**src/rtl/cache_pkg.sv**
```systemverilog
// Shared types and helpers for the parametrised write-back cache.
// Address fields are extracted generically so every configuration uses one helper.
package cache_pkg;

  typedef enum logic [2:0] {
    IDLE,
    LOOKUP,
    WBACK,
    REFILL,
    REPLAY,
    DONE
  } cache_state_e;

  // Index width that stays at least one bit, so a single-way cache still has a legal way index.
  function automatic int log2Min1(input int n);
    return (n > 1) ? $clog2(n) : 1;
  endfunction

  function automatic logic [63:0] addrField(input logic [63:0] addr, input int lsb, input int width);
    return (addr >> lsb) & ((64'd1 << width) - 64'd1);
  endfunction

endpackage

```
**src/rtl/cache_lru.sv**
```systemverilog
// True-LRU age update and victim selection for one cache set.
// Age 0 is most recently used; age WAYS-1 is the replacement candidate.
module cache_lru
  import cache_pkg::*;
#(
  parameter int WAYS  = 2,
  parameter int AGE_W = 1,
  parameter int WAY_W = 1
) (
  input  logic [WAYS-1:0][AGE_W-1:0] i_ages,
  input  logic [WAYS-1:0]            i_valid,
  input  logic [WAY_W-1:0]           i_accWay,
  output logic [WAYS-1:0][AGE_W-1:0] o_newAges,
  output logic [WAY_W-1:0]           o_victim
);

  generate
    if (WAYS == 1) begin : g_direct
      assign o_newAges = '0;
      assign o_victim  = '0;
    end else begin : g_lru
      // An invalid way always wins over the oldest valid one; the lowest index is preferred.
      always_comb begin
        o_victim = '0;
        for (int w = WAYS - 1; w >= 0; w--) begin
          if (i_ages[w] == AGE_W'(WAYS - 1)) o_victim = WAY_W'(w);
        end
        for (int w = WAYS - 1; w >= 0; w--) begin
          if (!i_valid[w]) o_victim = WAY_W'(w);
        end
      end

      always_comb begin
        o_newAges = i_ages;
        for (int w = 0; w < WAYS; w++) begin
          if (WAY_W'(w) == i_accWay) begin
            o_newAges[w] = '0;
          end else if (i_ages[w] < i_ages[i_accWay]) begin
            o_newAges[w] = i_ages[w] + 1'b1;
          end
        end
      end
    end
  endgenerate

endmodule

```
**src/rtl/cache_nway_wb.sv**
```systemverilog
// N-way set-associative write-back, write-allocate cache with true-LRU replacement,
// a CPU request/ready handshake and a line-wide memory request/ack handshake.
module cache_nway_wb
  import cache_pkg::*;
#(
  parameter int ADDR_W     = 16,
  parameter int DATA_W     = 8,
  parameter int WAYS       = 2,
  parameter int SETS       = 8,
  parameter int LINE_WORDS = 2
) (
  input  logic                         clk,
  input  logic                         rst,
  input  logic                         cpu_req,
  input  logic                         cpu_we,
  input  logic [ADDR_W-1:0]            address_bus,
  input  logic [DATA_W-1:0]            data_in,
  output logic [DATA_W-1:0]            data_out,
  output logic                         cpu_ready,
  output logic                         cache_hit,
  output logic                         cache_miss,
  output logic                         mem_req,
  output logic                         mem_we,
  output logic [ADDR_W-1:0]            mem_addr,
  output logic [DATA_W*LINE_WORDS-1:0] mem_wdata,
  input  logic [DATA_W*LINE_WORDS-1:0] mem_rdata,
  input  logic                         mem_ack
);

  localparam int IDX_W  = $clog2(SETS);
  localparam int OFF_W  = $clog2(LINE_WORDS);
  localparam int TAG_W  = ADDR_W - IDX_W - OFF_W;
  localparam int LINE_W = DATA_W * LINE_WORDS;
  localparam int WAY_W  = log2Min1(WAYS);
  localparam int AGE_W  = WAY_W;

  cache_state_e r_state, w_nextState;

  logic [ADDR_W-1:0] r_addr;
  logic [DATA_W-1:0] r_wdata;
  logic [DATA_W-1:0] r_dataOut;
  logic              r_we;
  logic [WAY_W-1:0]  r_victim;

  logic [WAYS-1:0]            r_valid [SETS];
  logic [WAYS-1:0]            r_dirty [SETS];
  logic [WAYS-1:0][AGE_W-1:0] r_age   [SETS];
  logic [TAG_W-1:0]           r_tag   [SETS][WAYS];
  logic [LINE_W-1:0]          r_data  [SETS][WAYS];

  logic [TAG_W-1:0]           w_tag;
  logic [IDX_W-1:0]           w_idx;
  logic [OFF_W-1:0]           w_off;
  logic                       w_hit;
  logic [WAY_W-1:0]           w_hitWay;
  logic [WAY_W-1:0]           w_accWay;
  logic                       w_access;
  logic [WAYS-1:0][AGE_W-1:0] w_newAges;
  logic [WAY_W-1:0]           w_victim;

  assign w_off = OFF_W'(addrField(64'(r_addr), 0, OFF_W));
  assign w_idx = IDX_W'(addrField(64'(r_addr), OFF_W, IDX_W));
  assign w_tag = TAG_W'(addrField(64'(r_addr), OFF_W + IDX_W, TAG_W));

  always_comb begin
    w_hit    = 1'b0;
    w_hitWay = '0;
    for (int w = WAYS - 1; w >= 0; w--) begin
      if (r_valid[w_idx][w] && (r_tag[w_idx][w] == w_tag)) begin
        w_hit    = 1'b1;
        w_hitWay = WAY_W'(w);
      end
    end
  end

  // REPLAY repeats the hit path on the way that was just refilled.
  assign w_accWay = (r_state == REPLAY) ? r_victim : w_hitWay;
  assign w_access = ((r_state == LOOKUP) && w_hit) || (r_state == REPLAY);

  cache_lru #(
    .WAYS  (WAYS),
    .AGE_W (AGE_W),
    .WAY_W (WAY_W)
  ) u_lru (
    .i_ages    (r_age[w_idx]),
    .i_valid   (r_valid[w_idx]),
    .i_accWay  (w_accWay),
    .o_newAges (w_newAges),
    .o_victim  (w_victim)
  );

  always_ff @(posedge clk) begin
    if (rst) r_state <= IDLE;
    else     r_state <= w_nextState;
  end

  always_comb begin
    w_nextState = r_state;
    case (r_state)
      IDLE:   if (cpu_req) w_nextState = LOOKUP;
      LOOKUP: begin
        if (w_hit)                                                w_nextState = DONE;
        else if (r_valid[w_idx][w_victim] && r_dirty[w_idx][w_victim]) w_nextState = WBACK;
        else                                                      w_nextState = REFILL;
      end
      WBACK:  if (mem_ack) w_nextState = REFILL;
      REFILL: if (mem_ack) w_nextState = REPLAY;
      REPLAY: w_nextState = DONE;
      DONE:   w_nextState = IDLE;
      default: w_nextState = IDLE;
    endcase
  end

  always_comb begin
    cpu_ready  = (r_state == DONE);
    cache_hit  = 1'b0;
    cache_miss = 1'b0;
    mem_req    = 1'b0;
    mem_we     = 1'b0;
    mem_addr   = '0;
    mem_wdata  = '0;
    case (r_state)
      LOOKUP: begin
        cache_hit  = w_hit;
        cache_miss = !w_hit;
      end
      WBACK: begin
        mem_req   = 1'b1;
        mem_we    = 1'b1;
        mem_addr  = {r_tag[w_idx][r_victim], w_idx, {OFF_W{1'b0}}};
        mem_wdata = r_data[w_idx][r_victim];
      end
      REFILL: begin
        mem_req  = 1'b1;
        mem_addr = {w_tag, w_idx, {OFF_W{1'b0}}};
      end
      default: ;
    endcase
  end

  always_ff @(posedge clk) begin
    if (rst) begin
      r_addr    <= '0;
      r_wdata   <= '0;
      r_we      <= 1'b0;
      r_victim  <= '0;
      r_dataOut <= '0;
      for (int s = 0; s < SETS; s++) begin
        r_valid[s] <= '0;
        r_dirty[s] <= '0;
        for (int w = 0; w < WAYS; w++) r_age[s][w] <= AGE_W'(w);
      end
    end else begin
      case (r_state)
        IDLE: begin
          if (cpu_req) begin
            r_addr  <= address_bus;
            r_wdata <= data_in;
            r_we    <= cpu_we;
          end
        end
        LOOKUP: if (!w_hit) r_victim <= w_victim;
        REFILL: begin
          if (mem_ack) begin
            r_valid[w_idx][r_victim] <= 1'b1;
            r_dirty[w_idx][r_victim] <= 1'b0;
          end
        end
        default: ;
      endcase
      if (w_access) begin
        r_age[w_idx] <= w_newAges;
        if (r_we) r_dirty[w_idx][w_accWay] <= 1'b1;
        else      r_dataOut <= r_data[w_idx][w_accWay][w_off*DATA_W +: DATA_W];
      end
    end
  end

  // Tags and line data carry no reset; the valid bits alone decide whether they mean anything.
  always_ff @(posedge clk) begin
    if ((r_state == REFILL) && mem_ack) begin
      r_data[w_idx][r_victim] <= mem_rdata;
      r_tag[w_idx][r_victim]  <= w_tag;
    end
    if (w_access && r_we) r_data[w_idx][w_accWay][w_off*DATA_W +: DATA_W] <= r_wdata;
  end

  assign data_out = r_dataOut;

endmodule

```
**config.mk**
```make
export PLATFORM = sky130hd
export DESIGN_NAME = cache_nway_wb
export DESIGN_NICKNAME = d
export VERILOG_FILES = /design/src/rtl/cache_pkg.sv /design/src/rtl/cache_lru.sv /design/src/rtl/cache_nway_wb.sv
export SDC_FILE = /design/constraint.sdc
export NUM_CORES = 1
export LEC_CHECK = 0
export CAP_MARGIN = 20
export CORE_ASPECT_RATIO = 1.75
export CORE_MARGIN = 2
export CORE_UTILIZATION = 68
export CTS_BUF_LIST = sky130_fd_sc_hd__clkbuf_8
export CTS_CLUSTER_DIAMETER = 40
export DETAILED_ROUTE_END_ITERATION = 16
export GPL_ROUTABILITY_DRIVEN = 0
export PLACE_DENSITY_LB_ADDON = 0.08
export SLEW_MARGIN = 10
export SYNTH_ARGS = -nofsm -noshare
export SYNTH_HDL_FRONTEND = slang
export SYNTH_SLANG_ARGS = --single-unit
```
**constraint.sdc**
```tcl
create_clock -name clk -period 11.71 [get_ports clk]
set_input_delay 3.513 -clock clk [delete_from_list [all_inputs] [get_ports clk]]
set_output_delay 3.513 -clock clk [all_outputs]
set_load 0.02 [all_outputs]
```
Word-level counts from Yosys, hierarchy flattened. Memories as Yosys holds them, arrays and structs flattened. A register that Yosys moved wholly into a read port is not among the register bits. Cells that the tools add are included.

ROM bits: 0. Memory bits (writable): 496. Word-level logic and storage cells: 217. Memories kept: 5. Bits in registers: 37. Latch bits: 0.

Memories: r_data (depth 8, width 32, read ports 1, clocked after Yosys merged registers in 1, wr ports 1, RTL line cache_nway_wb.sv:49) `logic [LINE_W-1:0] r_data [SETS][WAYS];`; r_tag (depth 8, width 24, read ports 1, clocked after Yosys merged registers in 1, wr ports 1, RTL line cache_nway_wb.sv:48) `logic [TAG_W-1:0] r_tag [SETS][WAYS];`; r_age (depth 8, width 2, read ports 1, clocked after Yosys merged registers in 1, wr ports 8, RTL line cache_nway_wb.sv:47) `logic [WAYS-1:0][AGE_W-1:0] r_age [SETS];`; r_dirty (depth 8, width 2, read ports 1, clocked after Yosys merged registers in 1, wr ports 8, RTL line cache_nway_wb.sv:46) `logic [WAYS-1:0] r_dirty [SETS];`; r_valid (depth 8, width 2, read ports 1, clocked after Yosys merged registers in 1, wr ports 8, RTL line cache_nway_wb.sv:45) `logic [WAYS-1:0] r_valid [SETS];`.

$lt $le $gt $ge: 11. Bitwise logic cells: 38. Reductions and logical operators: 21. Multiplexer cells: 120. $add $sub $neg: 3. Divide/modulo/power cells: 0. Shifts and indexed selects: 3. Equal/unequal tests: 10. Multipliers: 0.

Operators by type and width (number): $mux 16 (9); $mux 1 (73); $mux 32 (2); $mux 3 (17); $mux 12 (4); $neg 4->34 (1); $or 1x1->1 (34); $shift 8x34->16 const A (1); $shiftx 8x34->16 (1); $demux 16 s1 (2); $pmux 16 s2 (1); $eq 12x12->1 (2); $mux 24 (1); $shiftx 16x5->8 (1); $pmux 3 s5 (1); $mux 2 (7); $demux 12 s1 (1); $logic_and 1x1->1 (10); $reduce_or 2->1 (4); $eq 3x2->1 const B (2); $eq 3x3->1 const B (2); $lt 1x2->1 const B (3); $ne 2x2->1 const B (3); $reduce_and 2->1 (3); 13 further kinds (21).

Depth between registers and ports, before layout.
Depth in word-level cells: 13. Mapped depth: 15.

Cells and area by module. Synthesis repeated with hierarchy kept, for this count alone.

Cells, all modules: 1351. Area, all modules: 22406.5 um2.

Modules (own cells, without submodules): cache_nway_wb (cells each 1346, instances 1, area an instance 22379.0 um2); cache_lru (cells each 5, instances 1, area an instance 27.5 um2).

Least setup slack after synthesis. OpenSTA, ideal clock, no wires.

Path kind: register -> output. Start: register with a tool-made name. End: output mem_wdata[4]. Stages on the path, launching flop included: 11. Slack: 5.375 ns. Data arrival time: 2.822 ns. Path through: dfxtp_1 buf_6 buf_2 buf_2 buf_2 clkbuf_1 clkbuf_1 mux4_2 mux2_2 nor2_1 a211oi_1.

RTL lines: end: declaration (RTL line cache_nway_wb.sv:25) `output logic [DATA_W*LINE_WORDS-1:0] mem_wdata,`.

==> results.md <==
- The cell type contributing the most total cell area after synthesis is sky130_fd_sc_hd__edfxtp_1.
- The post-synthesis compound-gate area fraction was 0.0526.
- The post-CTS setup-driven buffer insertion count is 0.
- Ranked by instance count, the synthesized netlist is headed by 479 x sky130_fd_sc_hd__edfxtp_1, 134 x sky130_fd_sc_hd__nor2_1, 95 x sky130_fd_sc_hd__mux4_2, 91 x sky130_fd_sc_hd__nand2_1, 84 x sky130_fd_sc_hd__a21oi_1.
- The slew at the pin closest to its max-slew limit is around 1200 ps.
- Compared with the post-synthesis result, the final layout area differs by 11.2%.
- Of the total synthesized cell area, the portion taken by AND, OR, NAND and NOR gates is 0.0744.
- For this design the ratio of total power to cell area is between 150 and 200 nW/um^2.
- The sequential cell area fraction in the yosys report is 0.681.
- The number of vias in the routed layout is about 13000.
- The post-detailed-routing wire length is approximately 54000 um.
- Of the cells placed in the final design, the portion with a size suffix greater than 1 is 0.205.
- Of the total synthesized cell area, the portion taken by XOR and XNOR cells is 0.00571.
- The total of endpoints with negative setup slack in the final report is 0.
- The final layout contains between 1500 and 2000 nets.
- The post-detailed-route wirelength per cell is 26.8 um.
- STA classifies the critical path endpoint as an output port.
- The worst setup slack for register-to-register paths is around 5500 ps.
- After routing the design area is 25300 sq um.
- Setup repair after global routing left no endpoint under its margin.
- The data arrival time of the critical path is approximately 5000 ps.
- Clock-pin slew was measured on the worst setup and hold paths at 60 ps.
- The synthesized design contains ~480 enable-type register cells.
- After clock tree synthesis, the repair step resized 0 gates.
- After technology mapping, the gate count stands at 1438.
- STA puts the critical path data required time at slightly above 8000 ps.
- The final critical delay including setup and external delays is 8530 ps.
- Of the available clock period, the critical path in the final layout requires 0.729.
- In the final timing run, aggregate negative setup slack is 0 ps.
- After floorplanning, the core was divided into 88 placement rows.
- For this run the aggregate overflow at the end of global routing stands at 0.
- After the first detailed-routing iteration, the DRC count stood at between 1000 and 1500.
- The tree built by TritonCTS fans out to between 500 and 600 sinks.
- The number of distinct library cell variants in the gate-level netlist after synthesis is between 60 and 70.
- IR analysis of the VDD net gives a maximum drop of 135 uV.
- The setup path with the least slack is of type reg -> out.
- Entering global routing, the biggest net connects between 100 and 150 pins.
- By area, the combinational part of the netlist is dominated by multiplexers.
- The number of nets produced by synthesis is approximately 1500.
- The number of antenna violations at the first check in global routing was 1.
- The die outline area is around 35000 sq um.
- The setup clock skew after layout is approximately 22 ps.
- The number of filler instances in the final layout is 1937.
- The final count of pins violating max slew was 0.
- The launch instance of the worst min-delay path is data_out[0]$_SDFFE_PP0P_.
- Yosys instantiated no cell more often than sky130_fd_sc_hd__edfxtp_1.
- The total count of hold-check failures in the final report came to 0.
- In this run the worst hold path is classified as reg -> reg.
- In the synthesized netlist the dominant register cell turns out to be sky130_fd_sc_hd__edfxtp_1.
- The antenna violation net count after detailed routing is 0.
- The worst setup path endpoint is cache_hit.
- The cell area reported after detailed placement is roughly 24000 sq um.
- The endpoint of the lowest-slack register-to-register path is r_data[3][30]$_DFFE_PP_.
- After synthesis, the cell types taking the most area are sky130_fd_sc_hd__edfxtp_1 63%, sky130_fd_sc_hd__mux4_2 9.4%, sky130_fd_sc_hd__dfxtp_1 5.0%, sky130_fd_sc_hd__mux2i_1 3.2%, sky130_fd_sc_hd__mux2_2 3.2%.
- The adder and majority cell fraction of the synthesized area is 0.
- The initial utilization of the core area, before any placement, comes to 0.690.
- The setup slack at placement is slightly below 4000 ps.
- The number of clock buffers inserted by TritonCTS is 74.
- The share of async-settable or async-resettable flops after synthesis is 0.
- The power consumption is 4.18 mW.
- Of the post-synthesis cell area, the dominant cell type holds 0.631.
- Buffers placed on the I/O ports in this run total 88.
- TritonCTS built the clock tree.
- After synthesis, the mean cell area works out to 15.8 sq um.
- The register cell area after layout is between 15000 and 20000 sq um.
- The die is 246 um tall.
- For this design the static power due to leakage is 8.05 nW.
- The number of cells traversed by the worst register-to-register path is 10.
- The number of global-route vias before repair came to between 10000 and 15000.
- The I/O pin count is 90.
- The mux contribution to synthesized area is 0.161.
- Static timing analysis puts the maximum clock frequency at about 120 MHz.
- Synthesis inferred about 540 register bits.
- Of all nets on the critical path, the largest fanout is between 50 and 60.
- The area occupied by multi-input gates is roughly 6700 sq um.
- The maximum level of the CTS H-tree is 3.
- The number of vias per cell after detailed routing is between 6 and 7.
- STA classifies the critical path startpoint as a flop.
- The region available for standard cell placement spans around 33000 sq um.
- The die is approximately 140 um wide.
- The longest clock path from root to sink contains 3 buffers.
- For the worst-skew pair, the clock arrives at the later sink with an insertion delay of between 600 and 700 ps.
- The number of design rule violations left after detail routing is 0.
- In the global route stage, overall resource usage came out at 0.316.
- The first-pass GRT wire length is just under 80000 um.
- The number of buffers inserted by hold repair at cts is 0.
- The total standard cell area after synthesis is about 23000 sq um.
- The clock root buffer is sky130_fd_sc_hd__clkbuf_8.
- The flow ran to the end, and the final reports show no timing, DRC or antenna violations.
- The max-cap violation count is 0.
- During synthesis, Yosys emitted a total of 0 warnings.
- The worst path meets setup with between 3000 and 4000 ps of slack.
- Measured against its own limit, the worst slew margin works out to 0.227.
- The HPWL reported at the end of detailed placement is between 30000 and 40000 um.
- The first detailed-routing pass took 8 iterations.
layout by cell type, fill, tap and decap left out, types with 4 or more instances in the layout:
master	netlist	layout
sky130_fd_sc_hd__o21ai_0	11	11
sky130_fd_sc_hd__inv_1	16	36
sky130_fd_sc_hd__nor2_1	134	133
sky130_fd_sc_hd__nand2b_1	17	17
sky130_fd_sc_hd__dfxtp_1	57	53
sky130_fd_sc_hd__edfxtp_1	479	479
sky130_fd_sc_hd__mux2_2	64	64
sky130_fd_sc_hd__mux2_4	4	4
sky130_fd_sc_hd__a22oi_1	12	12
sky130_fd_sc_hd__nand4_1	4	4
sky130_fd_sc_hd__clkbuf_8	0	78
sky130_fd_sc_hd__clkinv_2	0	11
sky130_fd_sc_hd__xor2_1	8	8
sky130_fd_sc_hd__o21a_1	11	11
sky130_fd_sc_hd__nand3_1	16	16
sky130_fd_sc_hd__nand2_1	91	91
sky130_fd_sc_hd__mux4_2	95	95
sky130_fd_sc_hd__a211oi_1	23	23
sky130_fd_sc_hd__buf_4	2	29
sky130_fd_sc_hd__nor2b_1	4	4
sky130_fd_sc_hd__nor3_1	33	33
sky130_fd_sc_hd__nand3b_1	6	6
sky130_fd_sc_hd__o32ai_1	8	8
sky130_fd_sc_hd__xnor2_1	5	5
sky130_fd_sc_hd__or2_2	7	7
sky130_fd_sc_hd__clkdlybuf4s50_1	0	87
sky130_fd_sc_hd__a22o_1	5	5
sky130_fd_sc_hd__and2_1	5	5
sky130_fd_sc_hd__a21oi_1	84	84
sky130_fd_sc_hd__clkinv_1	0	15
sky130_fd_sc_hd__nor4_1	5	5
sky130_fd_sc_hd__clkinvlp_4	0	5
sky130_fd_sc_hd__mux2i_1	73	73
sky130_fd_sc_hd__o22ai_1	8	8
sky130_fd_sc_hd__or3_1	13	13
worst min path at each step:
stage	to	depth (start not counted)
after floorplan	r_valid[2][0]$_DFF_P_	2
after global placement	r_valid[3][1]$_DFF_P_	2
after detailed placement	data_out[0]$_SDFFE_PP0P_	2
after CTS	data_out[0]$_SDFFE_PP0P_	2
after global routing	data_out[1]$_SDFFE_PP0P_	2
final	data_out[0]$_SDFFE_PP0P_	2
critical path, cell delays in order, from the launching register on:
cell	delay (ps)
sky130_fd_sc_hd__dfxtp_4	590
sky130_fd_sc_hd__buf_4	790
sky130_fd_sc_hd__nor2b_1	420
sky130_fd_sc_hd__a22oi_1	380
sky130_fd_sc_hd__a21boi_0	170
sky130_fd_sc_hd__nand2b_1	160
sky130_fd_sc_hd__or4_1	470
sky130_fd_sc_hd__nor3_1	330
sky130_fd_sc_hd__nor2_1	90
sky130_fd_sc_hd__nor3_1	250
sky130_fd_sc_hd__clkdlybuf4s50_1	660
where the power goes:
| part | leakage [nW] | internal (mW) | switching [mW] |
|---|---|---|---|
| Combinational | 2.44 | 0.259 | 0.368 |
| Clock | 0.776 | 0.668 | 0.686 |
| Sequential | 4.83 | 2.12 | 0.0712 |
state kept, by name, indices dropped and copies added (netlist names), named ones only:
signal	cells
r_we	1
r_dirty	16
r_state	3
r_data	256
r_valid	16
data_out	8
r_age	16
r_victim	1
r_addr	16
r_tag	192
r_wdata	8
final cells by class:
class                   count  share of cell area
flip-flops and latches    536               0.613
multi-input cells         789               0.265
repair buffers            120              0.0447
clock buffers              78              0.0424
well taps                 405              0.0200
clock inverters            56              0.0122
inverters                  17             0.00252
diodes                      1           0.0000988
cell families (layout without fill, tap and decap cells):
group,count (synthesis),in the layout
AOI/OAI and AO/OA,181,181
xor gates and xnor gates,14,14
buffers and inverters,113,271
DFF,536,536
muxes,237,237
other,1,2
and+or+nand+nor,356,356
metal layers:
layer  track usage  part of all wire  vias to the layer above
met2         0.548              0.52                      713
met1         0.367              0.34                     6631
met4         0.178             0.060                        0
met5             0                 0                        -
li1              -                 -                     5787
met3        0.0610             0.073                      196
metrics by stage:
stage	hold WS, ps	std cells	util
final	468	2002	0.767
after global routing	498	2002	0.767
after CTS	470	1998	0.766
after detailed placement	448	1864	0.724
after global placement	444	1864	0.724
after floorplan	435	1438	-
No activity file was read; power rests on OpenSTA's default activity.
